===== src/rtl/dct_stage2_col_loader.sv =====
// dct_stage2_col_loader: accepts eight stage-1 columns, writes them one-hot into the stage-2 bank, then holds the block until acked.
// Define DCT_STAGE2_SAT_EN to clamp coefficients to SIZE bits (and track sat_seen) instead of wrapping them.
module dct_stage2_col_loader #(
   parameter int SIZE    = 12,
   parameter int IN_SIZE = 16
) (
   input  logic                       clk,
   input  logic                       rst,
   input  logic                       in_valid,
   output logic                       in_ready,
   input  logic signed [IN_SIZE-1:0]  in_data [7:0],
   output logic [7:0]                 wr_en,
   output logic signed [SIZE-1:0]     col_data [7:0],
   output logic                       blk_valid,
   input  logic                       blk_ack,
   output logic [7:0]                 blk_cnt,
   output logic                       sat_seen
);
   typedef enum logic [1:0] {FILL, DRAIN, FULL} state_t;
   state_t                 state, state_nx;
   logic [2:0]             col_cnt;
   logic                   accept;
   logic signed [SIZE-1:0] conv [7:0];
`ifdef DCT_STAGE2_SAT_EN
   localparam int MAX_I = 2 ** (SIZE - 1) - 1;
   localparam int MIN_I = -MAX_I - 1;
   logic [7:0] clip;
`endif
   always_comb begin
      in_ready  = (state == FILL);
      blk_valid = (state == FULL);
      accept    = in_ready && in_valid;
      state_nx  = state;
      case (state)
         FILL:    state_nx = (accept && col_cnt == 3'd7) ? DRAIN : FILL;
         DRAIN:   state_nx = FULL;
         FULL:    state_nx = blk_ack ? FILL : FULL;
         default: state_nx = FILL;
      endcase
   end
   // Per-element narrowing from IN_SIZE to SIZE ahead of the col_data register
   always_comb begin
`ifdef DCT_STAGE2_SAT_EN
      clip = '0;
`endif
      for (int i = 0; i < 8; i++) begin
`ifdef DCT_STAGE2_SAT_EN
         clip[i] = (in_data[i] > MAX_I) || (in_data[i] < MIN_I);
         conv[i] = (in_data[i] > MAX_I) ? SIZE'(MAX_I) :
                   (in_data[i] < MIN_I) ? SIZE'(MIN_I) : in_data[i][SIZE-1:0];
`else
         conv[i] = in_data[i][SIZE-1:0];
`endif
      end
   end
   always_ff @(posedge clk or negedge rst) begin
      if (!rst) begin
         state   <= FILL;
         col_cnt <= '0;
         wr_en   <= '0;
         blk_cnt <= '0;
         for (int i = 0; i < 8; i++) col_data[i] <= '0;
      end else begin
         state <= state_nx;
         wr_en <= accept ? (8'd1 << col_cnt) : 8'd0;
         if (accept) begin
            col_cnt  <= col_cnt + 3'd1;
            col_data <= conv;
         end
         if (state == FULL && blk_ack) blk_cnt <= blk_cnt + 8'd1;
      end
   end
`ifdef DCT_STAGE2_SAT_EN
   always_ff @(posedge clk or negedge rst) begin
      if (!rst) sat_seen <= 1'b0;
      else if (accept && |clip) sat_seen <= 1'b1;
   end
`else
   assign sat_seen = 1'b0;
`endif
endmodule


===== config.mk =====
export PLATFORM = sky130hd
export DESIGN_NAME = dct_stage2_col_loader
export DESIGN_NICKNAME = d
export VERILOG_FILES = /design/src/rtl/dct_stage2_col_loader.sv
export SDC_FILE = /design/constraint.sdc
export NUM_CORES = 1
export LEC_CHECK = 0
export ABC_AREA = 1
export CAP_MARGIN = 10
export CORE_ASPECT_RATIO = 1.75
export CORE_MARGIN = 1
export CORE_UTILIZATION = 43
export DETAILED_ROUTE_END_ITERATION = 8
export HOLD_SLACK_MARGIN = 0.02
export PLACE_DENSITY = 0.86
export SYNTH_ARGS = -nofsm -noshare
export SYNTH_HDL_FRONTEND = slang
export SYNTH_SLANG_ARGS = --single-unit

===== constraint.sdc =====
create_clock -name clk -period 3.15 [get_ports clk]
set_input_delay 0.63 -clock clk [delete_from_list [all_inputs] [get_ports clk]]
set_output_delay 0.63 -clock clk [all_outputs]
set_load 0.05 [all_outputs]

Word level (Yosys, flattened, before mapping)
Index checks and enable logic that the tools add are counted.
Word-level totals
  register bits after elaboration: 117
  word-level logic and storage cells: 26
  output and inout port bits: 115
Operators by class
  eq/ne operators: 3
  muxes and demuxes: 4
  reductions and logical operators: 4
  add/subtract/negate cells: 2
  shifts and indexed selects: 1
Operators by type and width (number)
  8-bit by 1-bit adder with 8-bit output (second input constant): 1
  8-bit 2-to-1 mux: 1
  1-bit by 3-bit << shifter with 8-bit output (first input constant): 1
  2-bit one-hot mux with 3 select lines: 1
  3-bit by 1-bit adder with 3-bit output (second input constant): 1
  3-bit == test (second input constant): 1
  1-bit logical AND: 3
  2-bit by 1-bit == test with 1-bit output (second input constant): 1
  2-bit == test (second input constant): 1
  2-bit logical NOT: 1
  2-bit 2-to-1 mux: 1
  1-bit 2-to-1 mux: 1

Longest topological paths before layout
  word-level depth: 5
  gate-level depth with buffers: 7
  gate-level depth less buffers: 7

Worst setup path before layout
Ideal clock, no wire load.
  path type: reg2out
  start point: reg state[1]
  end point: out blk_valid
  stages on the path, launching flop included: 3
  data required time: 2.520 ns
  arrival: 1.151 ns
  setup slack: 1.369 ns
  cells stage by stage: dfrtp_1 > inv_1 > nor2_1
Between the ends
  longest elaborated chain between the ends: 1
Ends and longest elaborated chain
  start: declaration: RTL line 20  | state_t state, state_nx;
  start signal: assignment: RTL line 64  | state <= state_nx;
  2-bit == test: RTL line 31  | blk_valid = (state == FULL);
  end: declaration: RTL line 14  | output logic blk_valid,
No other way between the ends.

Final worst setup path
Ends and elaborated chain as after synthesis.

==> summary.txt <==
STA
  – Worst-margin pin slew: 1.188 ns
  – Period minus WS final: 2.549 ns
  – FMAX: 392.4 MHz
  – Hold Fails Final Rpt: 0
  – Fin crit share: 80.91%
  – RSZ-0062 raised after global routing: no
  – TNS Setup: 0 ns
  – Max-slew violations: 0
  – Fin Clk Skew: 0.006139 ns
  – Worst slew margin: 20.78%
  – Endpoints failing setup: 0

CTS
  – Clock sink count: 117
  – Number of buffers created by CTS: 17
  – Max clock buf depth: 2
  – Clock-pin slew on the worst setup and hold paths: 0.05 ns
  – CTS tree: yes
  – Clock latency on the worst-skew pair: 0.39 ns
  – CTS H-tree lvls: 4
  – Setup Fix Bufs, Post-CTS: 0
  – Hold_buf cts: 0
  – Root buf cell: clkbuf_16
  – PostCTS Resize Cnt: 0

Worst setup path
  – Req. time, crit path: 2.52 ns
  – Crit Path Class: reg2out
  – FF-to-FF path depth: 4
  – CP max stage cell: clkdlybuf4s50_1
  – Worst path arrival time: 1.92 ns
  – Setup slack, reg-to-reg: 1.37 ns
  – CP peak stage delay: 0.85 ns
  – Worst-path fanout max: 3
  – Reg2reg end: col_data[15]$_DFFE_PN0P_
  – Startpoint class of the critical path: flop
  – Cells along the critical path: inv_1, nor2_1, clkdlybuf4s50_1
  – R2r startpoint: state[1]$_DFF_PN0_
  – CP endpoint kind: output pin

Floorplanning
  – Full die area: 11480 um2
  – Die Wd: 81.42 um
  – Row count: 50
  – Height of the die: 141.0 um
  – Initial Util: 44.36%
  – CORE AREA: 10700 um2
  – Ports: 247

Power
  – Peak supply drop: 0.9785 mV
  – Leakage: 3.581 nW
  – Psw: 4.293 mW
  – Clock Power Share: 18.4%
  – Seq pwr share: 28.1%
  – PD cells: 1202 nW/um2
  – Pint: 4.605 mW
  – Switch share: 48.25%
  – Combinational share of power: 53.4%

Routing
  – TritonRoute pass-1 iters: 4
  – Initial DRC Count: 231
  – DRC: 0
  – Via count: 4225
  – Wire length per cell: 14.92 um
  – WL final: 12740 um
  – Via density: 4.947
  – Antenna-violating nets left: 0

Logic synthesis
  – Cell taking the most area after synthesis: dfrtp_1
  – Most frequent cells after synthesis: nand2_1, dfrtp_1, nand3_1
  – Distinct cells, synth: 19
  – Leading post-synthesis cells by cell area: dfrtp_1, nand2_1, nand3_1
  – Predominant post-synthesis flop cell: dfrtp_1
  – Post-synth ARST share: 100.0%
  – Mapped Area: 4746 um2
  – Post-synth top area share: 61.69%
  – Cells after synthesis: 512
  – Net count after synthesis: 651
  – Top-count cell post-synth: nand2_1
  – Register area share after synthesis: 61.69%
  – Yosys reg bits: 117
  – Number of synthesized flops with an enable pin: 0
  – Synth warn: 0
  – Mean post-synth cell area: 9.269 um2

Placement
  – Detail Placement HPWL: 8780 um
  – GP Congestion: 0.7754
  – Post-DP Area: 6884 um2
  – IO Port Bufs: 213

Layout
  – Final #Nets: 852
  – Design area: 7401 um2
  – Layout cells sized above 1: 5.939%
  – Filler cell count: 797
  – Antenna Cells: 0
  – Layout area overhead: 55.95%

Min path
  – Worst hold path class: in2async

Global routing
  – Initial antenna violation count: 0
  – All-Layer GR Usage: 23.42%
  – Grt total ovfl: 0
  – Largest net degree at the start of global routing: 111
  – Vias in the first global route: 4303
  – Global-route wire length before repair: 20360 um

Status
  – Status: complete, no violations

Run
  – Max Cap Violations: 0
## worst max-delay path, delay by kind of cell (launching register included)
family	cells	cell delay [ns]
flip-flops	1	0.41
buffers and inverters	2	0.92
AND/OR/NAND/NOR	1	0.20
## power groups by stage
stage	sequential, mW	clock (mW)	combinational (mW)
floorplan	4.55	0	1.07
global placement	2.47	0	4.68
detailed placement	2.51	0	4.77
CTS	2.50	1.67	4.79
global route	2.57	1.74	5.03
finish	2.50	1.64	4.75
## cell families after synthesis
family	after synthesis	synth area share, %
other	1	0.07902
flip-flops	117	61.69
XOR/XNOR	5	0.9229
adder cells (fa/ha/maj)	7	1.845
AND/OR/NAND/NOR	330	29.90
AO/OA/AOI/OAI	2	0.2107
buffers and inverters	50	5.352
## worst max path at each step
| stage | from | endpoint | cells past startpoint |
|---|---|---|---|
| 3_3_place_gp | in_valid | col_cnt[0]$_DFFE_PN0P_ | 3 |
| 6_report | state[1]$_DFF_PN0_ | blk_valid | 3 |
| 5_1_grt | state[1]$_DFF_PN0_ | blk_valid | 3 |
| 3_5_place_dp | in_valid | col_cnt[1]$_DFFE_PN0P_ | 4 |
| 4_1_cts | state[1]$_DFF_PN0_ | blk_valid | 3 |
| 2_1_floorplan | state[1]$_DFF_PN0_ | blk_valid | 2 |
## state kept, by name (all words and copies together) (netlist names)
name and cells:
state 2, blk_cnt 8, col_data 96, col_cnt 3
wr_en 8
## layout by cell type (no fill, tap or decap), types with 2 or more instances in the layout
| master | instances |
|---|---|
| inv_1 | 16 |
| nor2_1 | 10 |
| clkinv_2 | 6 |
| nor3_2 | 6 |
| ha_1 | 7 |
| nand2_1 | 207 |
| xnor2_1 | 2 |
| clkdlybuf4s50_1 | 211 |
| xor2_1 | 3 |
| clkinvlp_4 | 4 |
| clkbuf_8 | 2 |
| buf_4 | 4 |
| dfrtp_1 | 117 |
| nand3_1 | 103 |
| clkbuf_16 | 17 |
## per-layer routing
metal,routed length (um),share of wire [%],vias up,track usage [%]
met5,0,0,-,0
met4,340,2.7,0,10.06
met3,866,6.8,27,5.761
met2,6987,55,171,41.54
met1,4546,36,2009,25.61
li1,-,-,2018,-
## cell type report
class                   instances  area (um2)  share of cell area, %
clock buffers                  20       456.7                  6.171
clock inverters                10       60.06                 0.8115
inverters                      16       60.06                 0.8115
multi-input cells             345        1572                  21.23
flip-flops and latches        117        2928                  39.56
well taps                     130       162.7                  2.198
repair buffers                216        2162                  29.21
## stage by stage
step / instances / setup WS [ns] / hold slack [ns] / power (mW) / util (%)
final: 854 / 0.6013 / 0.3301 / 8.897 / 69.18
after global routing: 854 / 0.4822 / 0.3993 / 9.341 / 69.18
after CTS: 854 / 0.5940 / 0.3634 / 8.972 / 69.18
after detailed placement: 824 / 0.9215 / 0.4575 / 7.285 / 64.35
after global placement: 824 / 0.9754 / 0.4517 / 7.144 / 64.35
after floorplan: 512 / 1.369 / 0.3344 / 5.620 / -
Power figures use the tool's default switching activity.
